$ cat config.mk
export PLATFORM = sky130hd
export DESIGN_NAME = vgm_axi_write_arbiter_flat
export DESIGN_NICKNAME = d
export VERILOG_FILES = /design/src/rtl/vgm_axi_write_arbiter_if.sv /design/src/rtl/vgm_axi_write_arbiter.sv /design/src/flat_wrapper.sv
export SDC_FILE = /design/constraint.sdc
export NUM_CORES = 1
export LEC_CHECK = 0
export CAP_MARGIN = 10
export CORE_ASPECT_RATIO = 1.4
export CORE_MARGIN = 3
export CORE_UTILIZATION = 25
export CTS_CLUSTER_SIZE = 14
export DETAILED_ROUTE_END_ITERATION = 8
export PLACE_DENSITY_LB_ADDON = 0.15
export SLEW_MARGIN = 10
export SYNTH_ARGS = -nofsm -noshare
export SYNTH_HDL_FRONTEND = slang
export SYNTH_SLANG_ARGS = --single-unit
$ cat constraint.sdc
create_clock -name ACLK -period 2.9 [get_ports ACLK]
set_clock_uncertainty 0.1 [all_clocks]
set_input_delay 0.725 -clock ACLK [delete_from_list [all_inputs] [get_ports ACLK]]
set_output_delay 0.725 -clock ACLK [all_outputs]
set_load 0.005 [all_outputs]
$ cat src/rtl/vgm_axi_write_arbiter_if.sv
// Write-channel bundles for the two-requester AXI3 write arbiter: upstream
// requester port (3-bit IDs) and the shared downstream port (4-bit IDs).
interface vgm_axi_write_arbiter_if;
  logic [2:0]  awid;
  logic [31:0] awaddr;
  logic [3:0]  awlen;
  logic        awvalid;
  logic        awready;
  logic [31:0] wdata;
  logic        wlast;
  logic        wvalid;
  logic        wready;
  logic [2:0]  bid;
  logic [1:0]  bresp;
  logic        bvalid;
  logic        bready;

  modport master (
    output awid, awaddr, awlen, awvalid, wdata, wlast, wvalid, bready,
    input  awready, wready, bid, bresp, bvalid
  );
  modport slave (
    input  awid, awaddr, awlen, awvalid, wdata, wlast, wvalid, bready,
    output awready, wready, bid, bresp, bvalid
  );
endinterface

interface vgm_axi_write_arbiter_m_if;
  logic [3:0]  awid;
  logic [31:0] awaddr;
  logic [3:0]  awlen;
  logic        awvalid;
  logic        awready;
  logic [3:0]  wid;
  logic [31:0] wdata;
  logic        wlast;
  logic        wvalid;
  logic        wready;
  logic [3:0]  bid;
  logic [1:0]  bresp;
  logic        bvalid;
  logic        bready;

  modport master (
    output awid, awaddr, awlen, awvalid, wid, wdata, wlast, wvalid, bready,
    input  awready, wready, bid, bresp, bvalid
  );
  modport slave (
    input  awid, awaddr, awlen, awvalid, wid, wdata, wlast, wvalid, bready,
    output awready, wready, bid, bresp, bvalid
  );
endinterface

$ cat src/rtl/vgm_axi_write_arbiter.sv
// Two-requester AXI3 write arbiter: round-robin AW, W in grant order, B routed by ID.
// Optional burst-length checking is enabled by defining VGM_AXI_WRITE_ARBITER_LEN_CHECK_EN.
module vgm_axi_write_arbiter #(
  parameter int unsigned DEPTH = 4
) (
  input  logic                       ACLK,
  input  logic                       ARESET,
  vgm_axi_write_arbiter_if.slave     s0,
  vgm_axi_write_arbiter_if.slave     s1,
  vgm_axi_write_arbiter_m_if.master  m,
  output logic                       len_err
);
  localparam int unsigned PTR_W = (DEPTH > 1) ? $clog2(DEPTH) : 1;
  localparam int unsigned CNT_W = PTR_W + 1;

  typedef enum logic {IDLE, LOCK} state_t;

  state_t           state;
  logic             lock_sel;
  logic             rr;
  logic [DEPTH-1:0] fifo_sel;
  logic [2:0]       fifo_id [DEPTH];
  logic [PTR_W-1:0] wr_ptr;
  logic [PTR_W-1:0] rd_ptr;
  logic [CNT_W-1:0] count;
  logic [3:0]       beat_cnt;
  logic             full_c, empty_c, sel_c, push_c;
  logic             head_c, w_hs_c, src_wlast_c, wlast_c, pop_c;
`ifdef VGM_AXI_WRITE_ARBITER_LEN_CHECK_EN
  logic [3:0]       fifo_len [DEPTH];
  logic             len_hit_c;
`endif

  assign full_c  = (count == CNT_W'(DEPTH));
  assign empty_c = (count == '0);

  // AW grant: LOCK holds the saved requester, IDLE arbitrates round-robin
  always_comb begin
    sel_c = 1'b0;
    if (state == LOCK)                   sel_c = lock_sel;
    else if (s0.awvalid && s1.awvalid)   sel_c = rr;
    else                                 sel_c = s1.awvalid;
  end

  assign m.awid     = sel_c ? {1'b1, s1.awid} : {1'b0, s0.awid};
  assign m.awaddr   = sel_c ? s1.awaddr : s0.awaddr;
  assign m.awlen    = sel_c ? s1.awlen  : s0.awlen;
  assign m.awvalid  = !full_c && (sel_c ? s1.awvalid : s0.awvalid);
  assign s0.awready = m.awvalid && !sel_c && m.awready;
  assign s1.awready = m.awvalid &&  sel_c && m.awready;
  assign push_c     = m.awvalid && m.awready;

  // W path follows the FIFO head; the other requester is stalled
  assign head_c      = fifo_sel[rd_ptr];
  assign m.wid       = {head_c, fifo_id[rd_ptr]};
  assign m.wdata     = head_c ? s1.wdata : s0.wdata;
  assign m.wvalid    = !empty_c && (head_c ? s1.wvalid : s0.wvalid);
  assign s0.wready   = !empty_c && !head_c && m.wready;
  assign s1.wready   = !empty_c &&  head_c && m.wready;
  assign w_hs_c      = m.wvalid && m.wready;
  assign src_wlast_c = head_c ? s1.wlast : s0.wlast;

`ifdef VGM_AXI_WRITE_ARBITER_LEN_CHECK_EN
  assign len_hit_c = (beat_cnt == fifo_len[rd_ptr]);
  assign wlast_c   = len_hit_c;
`else
  assign wlast_c   = src_wlast_c;
  assign len_err   = 1'b0;
`endif
  assign m.wlast = wlast_c;
  assign pop_c   = w_hs_c && wlast_c;

  // B path: bit 3 of the downstream ID names the requester
  assign s0.bvalid = m.bvalid && !m.bid[3];
  assign s1.bvalid = m.bvalid &&  m.bid[3];
  assign s0.bid    = m.bid[2:0];
  assign s1.bid    = m.bid[2:0];
  assign s0.bresp  = m.bresp;
  assign s1.bresp  = m.bresp;
  assign m.bready  = m.bid[3] ? s1.bready : s0.bready;

  always_ff @(posedge ACLK or posedge ARESET) begin
    if (ARESET) begin
      state    <= IDLE;
      lock_sel <= 1'b0;
      rr       <= 1'b0;
    end else begin
      case (state)
        IDLE: begin
          if (push_c) begin
            rr <= ~sel_c;
          end else if (m.awvalid) begin
            state    <= LOCK;
            lock_sel <= sel_c;
          end
        end
        LOCK: begin
          if (push_c) begin
            rr    <= ~lock_sel;
            state <= IDLE;
          end
        end
        default: state <= IDLE;
      endcase
    end
  end

  always_ff @(posedge ACLK) begin
    if (push_c) begin
      fifo_sel[wr_ptr] <= sel_c;
      fifo_id[wr_ptr]  <= sel_c ? s1.awid : s0.awid;
`ifdef VGM_AXI_WRITE_ARBITER_LEN_CHECK_EN
      fifo_len[wr_ptr] <= m.awlen;
`endif
    end
  end

  always_ff @(posedge ACLK or posedge ARESET) begin
    if (ARESET) begin
      wr_ptr   <= '0;
      rd_ptr   <= '0;
      count    <= '0;
      beat_cnt <= '0;
    end else begin
      if (push_c) wr_ptr <= wr_ptr + PTR_W'(1);
      if (pop_c)  rd_ptr <= rd_ptr + PTR_W'(1);
      count <= count + CNT_W'(push_c) - CNT_W'(pop_c);
      if (pop_c)       beat_cnt <= '0;
      else if (w_hs_c) beat_cnt <= beat_cnt + 4'd1;
    end
  end

`ifdef VGM_AXI_WRITE_ARBITER_LEN_CHECK_EN
  // Sticky flag: requester WLAST disagrees with the beat count
  always_ff @(posedge ACLK or posedge ARESET) begin
    if (ARESET)                                   len_err <= 1'b0;
    else if (w_hs_c && (src_wlast_c != len_hit_c)) len_err <= 1'b1;
  end
`endif

endmodule

$ cat src/flat_wrapper.sv
// flat-port wrapper written by rule: the top's interface ports become plain ports
module vgm_axi_write_arbiter_flat 
#(
  parameter int unsigned DEPTH = 4
)
  (ACLK, ARESET, len_err, s0_awid, s0_awaddr, s0_awlen, s0_awvalid, s0_wdata, s0_wlast, s0_wvalid, s0_bready, s0_awready, s0_wready, s0_bid, s0_bresp, s0_bvalid, s1_awid, s1_awaddr, s1_awlen, s1_awvalid, s1_wdata, s1_wlast, s1_wvalid, s1_bready, s1_awready, s1_wready, s1_bid, s1_bresp, s1_bvalid, m_awid, m_awaddr, m_awlen, m_awvalid, m_wid, m_wdata, m_wlast, m_wvalid, m_bready, m_awready, m_wready, m_bid, m_bresp, m_bvalid);
  vgm_axi_write_arbiter_if s0_i ();
  vgm_axi_write_arbiter_if s1_i ();
  vgm_axi_write_arbiter_m_if m_i ();
  input  logic ACLK;
  input  logic ARESET;
  output logic len_err;
  input wire logic [$bits(s0_i.awid)-1:0] s0_awid;
  input wire logic [$bits(s0_i.awaddr)-1:0] s0_awaddr;
  input wire logic [$bits(s0_i.awlen)-1:0] s0_awlen;
  input wire logic [$bits(s0_i.awvalid)-1:0] s0_awvalid;
  input wire logic [$bits(s0_i.wdata)-1:0] s0_wdata;
  input wire logic [$bits(s0_i.wlast)-1:0] s0_wlast;
  input wire logic [$bits(s0_i.wvalid)-1:0] s0_wvalid;
  input wire logic [$bits(s0_i.bready)-1:0] s0_bready;
  output wire logic [$bits(s0_i.awready)-1:0] s0_awready;
  output wire logic [$bits(s0_i.wready)-1:0] s0_wready;
  output wire logic [$bits(s0_i.bid)-1:0] s0_bid;
  output wire logic [$bits(s0_i.bresp)-1:0] s0_bresp;
  output wire logic [$bits(s0_i.bvalid)-1:0] s0_bvalid;
  input wire logic [$bits(s1_i.awid)-1:0] s1_awid;
  input wire logic [$bits(s1_i.awaddr)-1:0] s1_awaddr;
  input wire logic [$bits(s1_i.awlen)-1:0] s1_awlen;
  input wire logic [$bits(s1_i.awvalid)-1:0] s1_awvalid;
  input wire logic [$bits(s1_i.wdata)-1:0] s1_wdata;
  input wire logic [$bits(s1_i.wlast)-1:0] s1_wlast;
  input wire logic [$bits(s1_i.wvalid)-1:0] s1_wvalid;
  input wire logic [$bits(s1_i.bready)-1:0] s1_bready;
  output wire logic [$bits(s1_i.awready)-1:0] s1_awready;
  output wire logic [$bits(s1_i.wready)-1:0] s1_wready;
  output wire logic [$bits(s1_i.bid)-1:0] s1_bid;
  output wire logic [$bits(s1_i.bresp)-1:0] s1_bresp;
  output wire logic [$bits(s1_i.bvalid)-1:0] s1_bvalid;
  output wire logic [$bits(m_i.awid)-1:0] m_awid;
  output wire logic [$bits(m_i.awaddr)-1:0] m_awaddr;
  output wire logic [$bits(m_i.awlen)-1:0] m_awlen;
  output wire logic [$bits(m_i.awvalid)-1:0] m_awvalid;
  output wire logic [$bits(m_i.wid)-1:0] m_wid;
  output wire logic [$bits(m_i.wdata)-1:0] m_wdata;
  output wire logic [$bits(m_i.wlast)-1:0] m_wlast;
  output wire logic [$bits(m_i.wvalid)-1:0] m_wvalid;
  output wire logic [$bits(m_i.bready)-1:0] m_bready;
  input wire logic [$bits(m_i.awready)-1:0] m_awready;
  input wire logic [$bits(m_i.wready)-1:0] m_wready;
  input wire logic [$bits(m_i.bid)-1:0] m_bid;
  input wire logic [$bits(m_i.bresp)-1:0] m_bresp;
  input wire logic [$bits(m_i.bvalid)-1:0] m_bvalid;
  assign s0_i.awid = s0_awid;
  assign s0_i.awaddr = s0_awaddr;
  assign s0_i.awlen = s0_awlen;
  assign s0_i.awvalid = s0_awvalid;
  assign s0_i.wdata = s0_wdata;
  assign s0_i.wlast = s0_wlast;
  assign s0_i.wvalid = s0_wvalid;
  assign s0_i.bready = s0_bready;
  assign s0_awready = s0_i.awready;
  assign s0_wready = s0_i.wready;
  assign s0_bid = s0_i.bid;
  assign s0_bresp = s0_i.bresp;
  assign s0_bvalid = s0_i.bvalid;
  assign s1_i.awid = s1_awid;
  assign s1_i.awaddr = s1_awaddr;
  assign s1_i.awlen = s1_awlen;
  assign s1_i.awvalid = s1_awvalid;
  assign s1_i.wdata = s1_wdata;
  assign s1_i.wlast = s1_wlast;
  assign s1_i.wvalid = s1_wvalid;
  assign s1_i.bready = s1_bready;
  assign s1_awready = s1_i.awready;
  assign s1_wready = s1_i.wready;
  assign s1_bid = s1_i.bid;
  assign s1_bresp = s1_i.bresp;
  assign s1_bvalid = s1_i.bvalid;
  assign m_awid = m_i.awid;
  assign m_awaddr = m_i.awaddr;
  assign m_awlen = m_i.awlen;
  assign m_awvalid = m_i.awvalid;
  assign m_wid = m_i.wid;
  assign m_wdata = m_i.wdata;
  assign m_wlast = m_i.wlast;
  assign m_wvalid = m_i.wvalid;
  assign m_bready = m_i.bready;
  assign m_i.awready = m_awready;
  assign m_i.wready = m_wready;
  assign m_i.bid = m_bid;
  assign m_i.bresp = m_bresp;
  assign m_i.bvalid = m_bvalid;
  vgm_axi_write_arbiter #(.DEPTH(DEPTH)) u_core (.ACLK(ACLK), .ARESET(ARESET), .s0(s0_i), .s1(s1_i), .m(m_i), .len_err(len_err));
endmodule
* Word-level counts from Yosys, hierarchy flattened
Memory sizes are Yosys's and may differ from the RTL's.
Cells that the tools add are included.
** Storage, ports and cells
- Bits in registers :: 14
- Memory bits (writable) :: 12
- Word-level logic and storage cells :: 72
- Memories kept :: 1
** Operators by class
- Add/sub/neg operators :: 4
- Magnitude comparators :: 3
- Equality and inequality tests :: 3
- Multiplexer cells :: 25
- Bitwise logic cells :: 4
- Reductions and logical operators :: 25
** Memory list
- u_core.fifo_id :: depth 4, width 3, read ports 1, clocked after memory_dff 0, write ports 1, RTL line vgm_axi_write_arbiter.sv:22 : logic [2:0] fifo_id [DEPTH];
** Operators by type and width (number)
- $mux W32 :: 2
- $logic_and A1 B1 Y1 :: 17
- $mux W1 :: 15
- $mux W4 :: 2
- $lt A2 B3 Y1 const B :: 2
- $logic_not A1 Y1 :: 5
- $add A2 B1 Y2 const B :: 2
- $bwmux W4 :: 1
- $not A1 Y1 :: 4
- $pmux W1 S2 :: 2
- $add A3 B1 Y3 :: 1
- $eq A3 B3 Y1 const B :: 1
- $logic_not A3 Y1 :: 1
- $mux W3 :: 1
- $reduce_and A3 Y1 :: 1
- $sub A3 B1 Y3 :: 1
- $bmux W1 S2 :: 1
- $demux W1 S2 :: 1
- $ge A2 B1 Y1 const B :: 1
- $ne A2 B1 Y1 const B :: 1
- $ne A2 B2 Y1 const B :: 1
- $reduce_and A2 Y1 :: 1

* Logic depth before layout (Yosys ltp)
Gate-level depths: netlist of the first run.
- Depth in word-level cells :: 8
- Gate-level depth with buffers :: 14
- Depth with buffers taken out :: 11

* Worst setup path after synthesis of the first run
No wires, ideal clock.
- Path type :: register -> register
- Start point :: register u_core.rd_ptr[0]
- End point :: register u_core.count[2]
- Data arrival time :: 2.574 ns
- Slack :: 0.101 ns
- Stages on the path, launching flop included :: 14
- Buffers on the path :: 3
- Period minus slack after synthesis :: 2.799 ns
- Cells stage by stage :: dfrtp_1 buf_6 mux4_2 buf_6 buf_6 a31oi_1 nor2_1 ha_1 inv_1 ha_1 inv_1 fa_1 xnor2_1 xnor2_1
** Between the ends
- Word-level cells in the longest chain between the ends :: 7
** Ends and longest elaborated chain
- start, declared :: RTL line vgm_axi_write_arbiter.sv:24 : logic [PTR_W-1:0] rd_ptr;
- start signal, assigned :: RTL line vgm_axi_write_arbiter.sv:126 : if (pop_c) rd_ptr <= rd_ptr + PTR_W'(1);
- $bmux W1 S2 (*) :: RTL line vgm_axi_write_arbiter.sv:54 : assign head_c = fifo_sel[rd_ptr];
- $mux W1 (not written as such) (*) :: RTL line vgm_axi_write_arbiter.sv:54
- net u_core.head_c :: RTL line vgm_axi_write_arbiter.sv:28 : logic head_c, w_hs_c, src_wlast_c, wlast_c, pop_c;
- $mux W1 :: RTL line vgm_axi_write_arbiter.sv:57 : assign m.wvalid = !empty_c && (head_c ? s1.wvalid : s0.wvalid);
- $logic_and A1 B1 Y1 :: RTL line vgm_axi_write_arbiter.sv:57
- $logic_and A1 B1 Y1 :: RTL line vgm_axi_write_arbiter.sv:60 : assign w_hs_c = m.wvalid && m.wready;
- $logic_and A1 B1 Y1 (*) :: RTL line vgm_axi_write_arbiter.sv:71 : assign pop_c = w_hs_c && wlast_c;
- net u_core.pop_c :: RTL line vgm_axi_write_arbiter.sv:28
- $sub A3 B1 Y3 (*) :: RTL line vgm_axi_write_arbiter.sv:127 : count <= count + CNT_W'(push_c) - CNT_W'(pop_c);
- end signal, assigned :: RTL line vgm_axi_write_arbiter.sv:127
- end, declared :: RTL line vgm_axi_write_arbiter.sv:25 : logic [CNT_W-1:0] count;
Mark *: on every way through the listed nets, which the timed path passes. The rest lies on a longest branch. The select of a mux whose other input is x is not followed.
A chain may end at the register's enable or synchronous reset.

* Final worst setup path of the first run
- Start point :: register u_core.rd_ptr[0]
- End point :: output port m_wdata[29]
** Between the ends
- Word-level cells in the longest chain between the ends :: 3
** Ends and longest elaborated chain
- $bmux W1 S2 :: RTL line vgm_axi_write_arbiter.sv:54
- $mux W1 (not written as such) :: RTL line vgm_axi_write_arbiter.sv:54
- $mux W32 :: RTL line vgm_axi_write_arbiter.sv:56 : assign m.wdata = head_c ? s1.wdata : s0.wdata;
- end, declared :: RTL line flat_wrapper.sv:44 : output wire logic [$bits(m_i.wdata)-1:0] m_wdata;
Every way passes these cells. The select of a mux whose other input is x is not followed.

==> impl_results.rst, run 1 <==
.. list-table::
   :header-rows: 1

   * - Metric
     - Value
   * - Achievable frequency
     - 340 MHz
   * - Final setup violation count
     - 7
   * - First-pass GRT wire length
     - 13.8 mm
   * - Via count
     - approximately 2500
   * - Antenna violations before repair
     - 0
   * - Antenna Violating Nets Remaining
     - 0
   * - LEAKAGE
     - roughly 0.0023 uW
   * - Tightest Hold Check Type
     - register to register
   * - Syn. warnings
     - 0
   * - Violated checks
     - setup timing
   * - Commonest non-fill, non-tap cell in the layout
     - sky130_fd_sc_hd__clkdlybuf4s50_1
   * - Via density per instance
     - roughly 4.6
   * - Crit path required time
     - around 2100 ps
   * - Vias in the first global route
     - roughly 2800
   * - Yosys cell types
     - 35
   * - Category of the worst setup path capture point
     - primary output
   * - Final sum of negative setup slack
     - -202 ps
   * - Area used by multi-input combinational logic
     - around 1400 um^2
   * - Post-route DRC violation count
     - 0
   * - Worst slack at placement
     - -560 ps
   * - Max-slew violations
     - 0
   * - Bufs and invs on worst path
     - 2
   * - Sequential cell area in the final layout
     - 731 um^2
   * - Kind of start point of the critical path
     - register
   * - Post-synthesis net count
     - between 300 and 400
   * - Share of synthesized area occupied by flip-flops and latches
     - 0.319
   * - Cell total after placement
     - 533
   * - Cts-stage hold buffer count
     - 0
   * - Mapped Avg Cell Area
     - approximately 12 um^2
   * - Kind of critical path
     - register to primary output
   * - I/O pin count
     - between 200 and 300
   * - TritonCTS clock tree
     - yes
   * - Final hold viol count
     - 0
   * - Total power after layout
     - approximately 3800 uW
   * - Detailed-routing iteration count for the pre-antenna-repair pass
     - 4
   * - Number of antenna diodes
     - 0
   * - Core occupancy in the finished layout
     - 0.579
   * - 1st-iter DRT viols
     - 32
   * - DR WL/cell
     - about 17 um
   * - Leftover overflow at the end of global routing
     - 0
   * - Share of the clock period used by the worst path
     - 1.01
   * - Vert. Die Dim
     - ~120 um
   * - Insertion delay of the later-clocked pin in the worst-skew pair
     - between 200 and 300 ps
   * - Crit-path cells
     - mux4_2 -> buf_6 -> mux2_4 -> clkdlybuf4s50_1
   * - Die width
     - between 80 and 90 um
   * - Final min period
     - 2940 ps
   * - Total of fill cells in the finished design
     - 747
   * - RSZ-0062 raised after global routing
     - true
   * - Cell family with most CP delay
     - multiplexers
   * - Area of the mapped netlist
     - about 2300 um^2
   * - CTS HTree Levels
     - 1
   * - Clock-pin slew on the worst setup and hold paths
     - about 60 ps
   * - Standard-cell row count
     - 40
   * - Status
     - complete, but fails checks
   * - Leading cell types in the layout, fill and taps excluded
     - 170 x sky130_fd_sc_hd__clkdlybuf4s50_1, 70 x sky130_fd_sc_hd__mux2_2, 27 x sky130_fd_sc_hd__dlymetal6s2s_1
   * - HPWL reported at the end of detailed placement
     - about 7.6 mm
   * - Peak supply drop
     - around 0.47 mV
   * - Area enclosed by the die boundary
     - a little over 10000 um^2
   * - Fraction of final layout cells sized beyond drive strength 1
     - 0.321
   * - Data arrival, critical path
     - roughly 2100 ps
   * - Total of max-cap violations
     - 0
   * - Count of mapped cells out of synthesis
     - between 150 and 200
   * - Largest net degree at the start of global routing
     - 28
   * - #FFs+latches synth
     - 26
   * - Area growth from synthesis to layout
     - 121%
   * - PD cells
     - 754 nW/um^2
   * - Delay of the slowest critical-path stage
     - 560 ps
   * - Number of buffers between clock root and the deepest sink
     - 2
   * - DRT Wirelength
     - 9.18 mm
   * - Starting utilization of the core area
     - 0.262
   * - Number of buffers added on ports
     - approximately 240
   * - Final worst-path setup slack
     - -38.9 ps
   * - Final-stage net count
     - 614
   * - Cell at the slowest stage of the critical path
     - sky130_fd_sc_hd__mux4_2
   * - Number of buffers inserted during clock tree synthesis
     - 3
   * - Sink count of the clock tree
     - 26
   * - Crit-path max FO
     - 12
   * - Root cell of the clock tree
     - sky130_fd_sc_hd__clkbuf_16
   * - Final standard cell count with taps included and fillers excluded
     - 550
   * - Gpl congestion
     - ~0.76
   * - Area of the placeable core
     - about 8800 um^2
   * - GR Util All Layers
     - 0.169
[Yosys cell counts (all sizes together)]
library cell	number	area [um^2]
edfxtp	16	480
clkbuf	1	3.75
mux4	4	90.1
and2	5	31.3
mux2i	4	40.0
nand2b	2	12.5
nand4	1	6.26
nor2	9	33.8
nand2	3	11.3
a22o	1	8.76
nand3	1	5.00
nand3b	1	7.51
fa	1	20.0
a21oi	3	15.0
o31ai	1	7.51
or2	1	6.26
dfrtp	10	250
nor2b	3	18.8
inv	9	33.8
or3b	1	8.76
mux2	75	860
buf	23	166
conb	1	3.75
xor2	1	8.76
a32o	1	10.0
ha	6	75.1
xnor2	3	26.3
a31oi	2	12.5
a211oi	1	7.51
nor3b	2	15.0
nor3	1	5.00
o21ai	2	10.0
[layout make-up]
| class | count | area share |
|---|---|---|
| Inverter | 9 | 0.00667 |
| Clock inverter | 1 | 0.00592 |
| Multi-Input combinational cell | 136 | 0.273 |
| Clock buffer | 3 | 0.0148 |
| Sequential cell | 26 | 0.144 |
| Tap cell | 105 | 0.0259 |
| Timing Repair Buffer | 270 | 0.529 |
[per-layer routing]
metal	vias to the layer above	share of wire	GRT usage
met1	1164	0.30	0.156
met4	0	0.010	0.0370
li1	1189	-	-
met5	-	0	0
met2	168	0.57	0.349
met3	9	0.11	0.0429
[worst register-to-register path: stages (launching register included)]
cell                      delay, ps
sky130_fd_sc_hd__dfrtp_1        370
sky130_fd_sc_hd__mux4_2         560
sky130_fd_sc_hd__buf_6          180
sky130_fd_sc_hd__a31oi_1        180
sky130_fd_sc_hd__nor2_1          60
sky130_fd_sc_hd__ha_1           280
sky130_fd_sc_hd__inv_1           50
sky130_fd_sc_hd__ha_1           120
sky130_fd_sc_hd__inv_1           50
sky130_fd_sc_hd__fa_1           400
sky130_fd_sc_hd__xnor2_2        150
sky130_fd_sc_hd__xnor2_1        120
[per-stage QoR]
stage	instance area (um^2)	hold WS, ps
3_3_place_gp	4800	418
4_1_cts	4970	429
5_1_grt	5070	463
6_report	5070	441
2_1_floorplan	2290	384
3_5_place_dp	4800	419
[kinds of logic after synthesis]
group / synth area share
other: 0.00164
buffers and inverters: 0.0890
AO/OA/AOI/OAI: 0.0311
flip-flops: 0.319
XOR/XNOR: 0.0153
adder cells (fa/ha/maj): 0.0415
AND/OR/NAND/NOR: 0.0705
multiplexers: 0.432
[sequential cells by signal (all words and copies together), names as in the netlist, named ones only]
name	cells
u_core.fifo_id	12
u_core.fifo_sel	4
u_core.count	3
u_core.rd_ptr	2
u_core.wr_ptr	2
u_core.lock_sel	1
u_core.rr	1
[worst paths after layout]
check	from	endpoint	slack [ps]	cells past startpoint
min in group asynchronous	ARESET	u_core.count[2]	640	2
min	u_core.rr	u_core.rr	440	2
max reg2reg	u_core.rd_ptr[0]	u_core.count[2]	160	11
min reg2reg	u_core.rr	u_core.rr	440	2
max	u_core.rd_ptr[0]	m_wdata[29]	-40	4
max in group asynchronous	ARESET	u_core.rd_ptr[0]	1790	2
[power breakdown]
part / switching, uW / total (uW) / internal [uW]
Sequential: 94.2 / 638 / 544
Combinational: 957 / 2790 / 1840
Clock: 117 / 392 / 274
Total: 1170 / 3820 / 2650
[what timing repair did]
item	4_1_cts	5_1_grt
endpoints found under the setup margin	77	58
pin swaps	1	1
cloned	3	0
buffers inserted	9	1
gates resized for setup	140	35
Note: power is estimated with default switching activity, not from simulation.
==> run 2: changes to the inputs <==
- SLEW_MARGIN: 10 -> default
==> results of run 2 <==
Same layout as run 1: the final DEF is identical, and so are final timing and power.
==> run 3: changes to the inputs <==
- CELL_PAD_IN_SITES_DETAIL_PLACEMENT: default -> 1
- CELL_PAD_IN_SITES_GLOBAL_PLACEMENT: default -> 1
- CORE_UTILIZATION: 25 -> 17
==> impl_results.rst, run 3 (synthesized netlist as in run 1, its figures left out) <==
.. list-table::
   :header-rows: 1

   * - Metric
     - Value
   * - Status
     - complete, but fails checks
   * - Violated checks
     - setup timing
   * - GR Util All Layers
     - 0.131
   * - Final setup violation count
     - 10
   * - Crit path required time
     - approximately 2100 ps
   * - Leftover overflow at the end of global routing
     - 0
   * - Register bank with the most flops
     - u_core.fifo_id
   * - Detailed-routing iteration count for the pre-antenna-repair pass
     - 2
   * - Length in cells of the worst reg-to-reg path
     - 11
   * - Register share of total power
     - 0.159
   * - PD cells
     - approximately 750 nW/um^2
   * - DR WL/cell
     - ~16 um
   * - Antenna Violating Nets Remaining
     - 0
   * - Worst path depth
     - 4
   * - Crit-path max FO
     - 14
   * - Kind of critical path
     - register to primary output
   * - Antenna violations before repair
     - 0
   * - Share of total power consumed by net switching
     - 0.318
   * - Peak supply drop
     - roughly 0.32 mV
   * - Final hold viol count
     - 0
   * - Vert. Die Dim
     - between 100 and 150 um
   * - Area growth from synthesis to layout
     - 131%
   * - Insertion delay of the later-clocked pin in the worst-skew pair
     - 260 ps
   * - Data arrival, critical path
     - between 2000 and 2500 ps
   * - Number of buffers added on ports
     - ~240
   * - I/O pin count
     - around 260
   * - Tightest Hold Check Type
     - register to register
   * - Category of the worst setup path capture point
     - primary output
   * - Internal
     - 2730 uW
   * - Area of the placeable core
     - ~13000 um^2
   * - Commonest non-fill, non-tap cell in the layout
     - sky130_fd_sc_hd__clkdlybuf4s50_1
   * - Achievable frequency
     - roughly 340 MHz
   * - Root cell of the clock tree
     - sky130_fd_sc_hd__clkbuf_16
   * - Max-slew violations
     - 0
   * - Capture point of the worst path
     - m_wdata[28]
   * - Via density per instance
     - between 4 and 5
   * - Worst R2R Setup Slack
     - ~150 ps
   * - 1st-iter DRT viols
     - 56
   * - Gpl congestion
     - 0.730
   * - Net switching power figure
     - about 1300 uW
   * - Area enclosed by the die boundary
     - between 10000 and 15000 um^2
   * - Number of buffers inserted during clock tree synthesis
     - 3
   * - Reg-to-Reg Start
     - u_core.rd_ptr[0]
   * - Via count
     - 2603
   * - Kind of start point of the critical path
     - register
   * - Starting utilization of the core area
     - 0.176
   * - CTS HTree Levels
     - 1
   * - First-pass GRT wire length
     - 15.7 mm
   * - Final worst-path setup slack
     - -76.3 ps
   * - Largest net degree at the start of global routing
     - 26
   * - Leading registers by flop count
     - u_core.fifo_id: 12 flops, u_core.fifo_sel: 4 flops, u_core.count: 3 flops
   * - Worst slack at placement
     - -562 ps
   * - Final min period
     - a little under 3000 ps
   * - Number of buffers between clock root and the deepest sink
     - 2
   * - DRT Wirelength
     - about 10 mm
   * - Final-stage net count
     - a little over 600
   * - Delay of the slowest critical-path stage
     - 570 ps
   * - Vias in the first global route
     - a little under 3000
   * - Number of antenna diodes
     - 0
   * - Worst R2R End
     - u_core.count[2]
   * - Cell family with most CP delay
     - multiplexers
   * - Start point of the critical path
     - u_core.rd_ptr[0]
   * - Leading cell types in the layout, fill and taps excluded
     - 174 x sky130_fd_sc_hd__clkdlybuf4s50_1, 65 x sky130_fd_sc_hd__mux2_2, 24 x sky130_fd_sc_hd__dlymetal6s2s_1
   * - Final sum of negative setup slack
     - -585 ps
   * - Crit-path cells
     - mux4_2 -> buf_8 -> mux2_4 -> clkdlybuf4s50_1
   * - Total of max-cap violations
     - 0
   * - Clock-pin slew on the worst setup and hold paths
     - roughly 60 ps
   * - Die width
     - between 100 and 150 um
   * - Part of the power in combinational logic
     - 0.766
   * - Cts-stage hold buffer count
     - 0
   * - LEAKAGE
     - ~0.0023 uW
   * - Flip-flop count of the largest register after layout
     - 12
   * - RSZ-0062 raised after global routing
     - true
   * - Cell at the slowest stage of the critical path
     - sky130_fd_sc_hd__mux4_2
   * - Fraction of final layout cells sized beyond drive strength 1
     - 0.310
   * - Clock Power Share
     - 0.075
   * - Post-route DRC violation count
     - 0
   * - TritonCTS clock tree
     - yes
   * - Sink count of the clock tree
     - 26
   * - HPWL reported at the end of detailed placement
     - 8.38 mm
   * - Standard-cell row count
     - 49
   * - Share of the clock period used by the worst path
     - 1.03
   * - Bufs and invs on worst path
     - 2
## run 3: metrics by stage
stage / instances / total power, uW / utilization / hold WS [ps] / area (um^2)
final: 630 / 4000 / 0.408 / 424 / 5300
after global routing: 630 / 4310 / 0.408 / 473 / 5300
after CTS: 631 / 4140 / 0.403 / 437 / 5240
after detailed placement: 611 / 3360 / 0.380 / 426 / 4940
after global placement: 611 / 3320 / 0.380 / 405 / 4940
after floorplan: 195 / 1940 / - / 384 / 2290
## run 3: power by group through the flow
stage                     sequential [uW]  clock (uW)  combinational, uW
final                                 635         300               3060
after global routing                  652         324               3330
after CTS                             637         310               3190
after detailed placement              638           0               2720
after global placement                632           0               2690
after floorplan                       607           0               1340
## run 3: timing repair
action / CTS / global route
cloned: 5 / 0
setup endpoints to repair: 77 / 60
pin swaps: 1 / 1
resized for setup: 123 / 42
buffers inserted: 12 / 1
## run 3: tightest hold or removal path: cells and delay by family (launching register included)
family / cells / cell delay, ps
AO/OA/AOI/OAI: 1 / 50
flip-flops: 1 / 380
buffers and inverters: 1 / 50
## run 3: area by class of cell
| class | instances | area (um^2) |
|---|---|---|
| Multi-Input combinational cell | 136 | 1400 |
| Sequential cell | 26 | 731 |
| Clock inverter | 1 | 3.75 |
| Tap cell | 178 | 223 |
| Fill cell | 1447 | 7700 |
| Timing Repair Buffer | 277 | 2840 |
| Clock buffer | 3 | 75.1 |
| Inverter | 9 | 33.8 |
## run 3: worst min path at each step
| stage | startpoint | endpoint | slack, ps | depth (start not counted) |
|---|---|---|---|---|
| final | u_core.rr | u_core.rr | 420 | 2 |
| after global routing | u_core.rr | u_core.rr | 470 | 2 |
| after CTS | u_core.rr | u_core.rr | 440 | 2 |
| after detailed placement | u_core.rr | u_core.rr | 430 | 2 |
| after global placement | u_core.rr | u_core.rr | 410 | 2 |
| after floorplan | u_core.rr | u_core.rr | 380 | 2 |
## run 3: metal layers
layer / GRT usage / up-vias / share of wire
li1: - / 1208 / -
met1: 0.117 / 1183 / 0.32
met2: 0.267 / 202 / 0.54
met3: 0.0566 / 10 / 0.12
met4: 0.0336 / 0 / 0.016
met5: 0 / - / 0
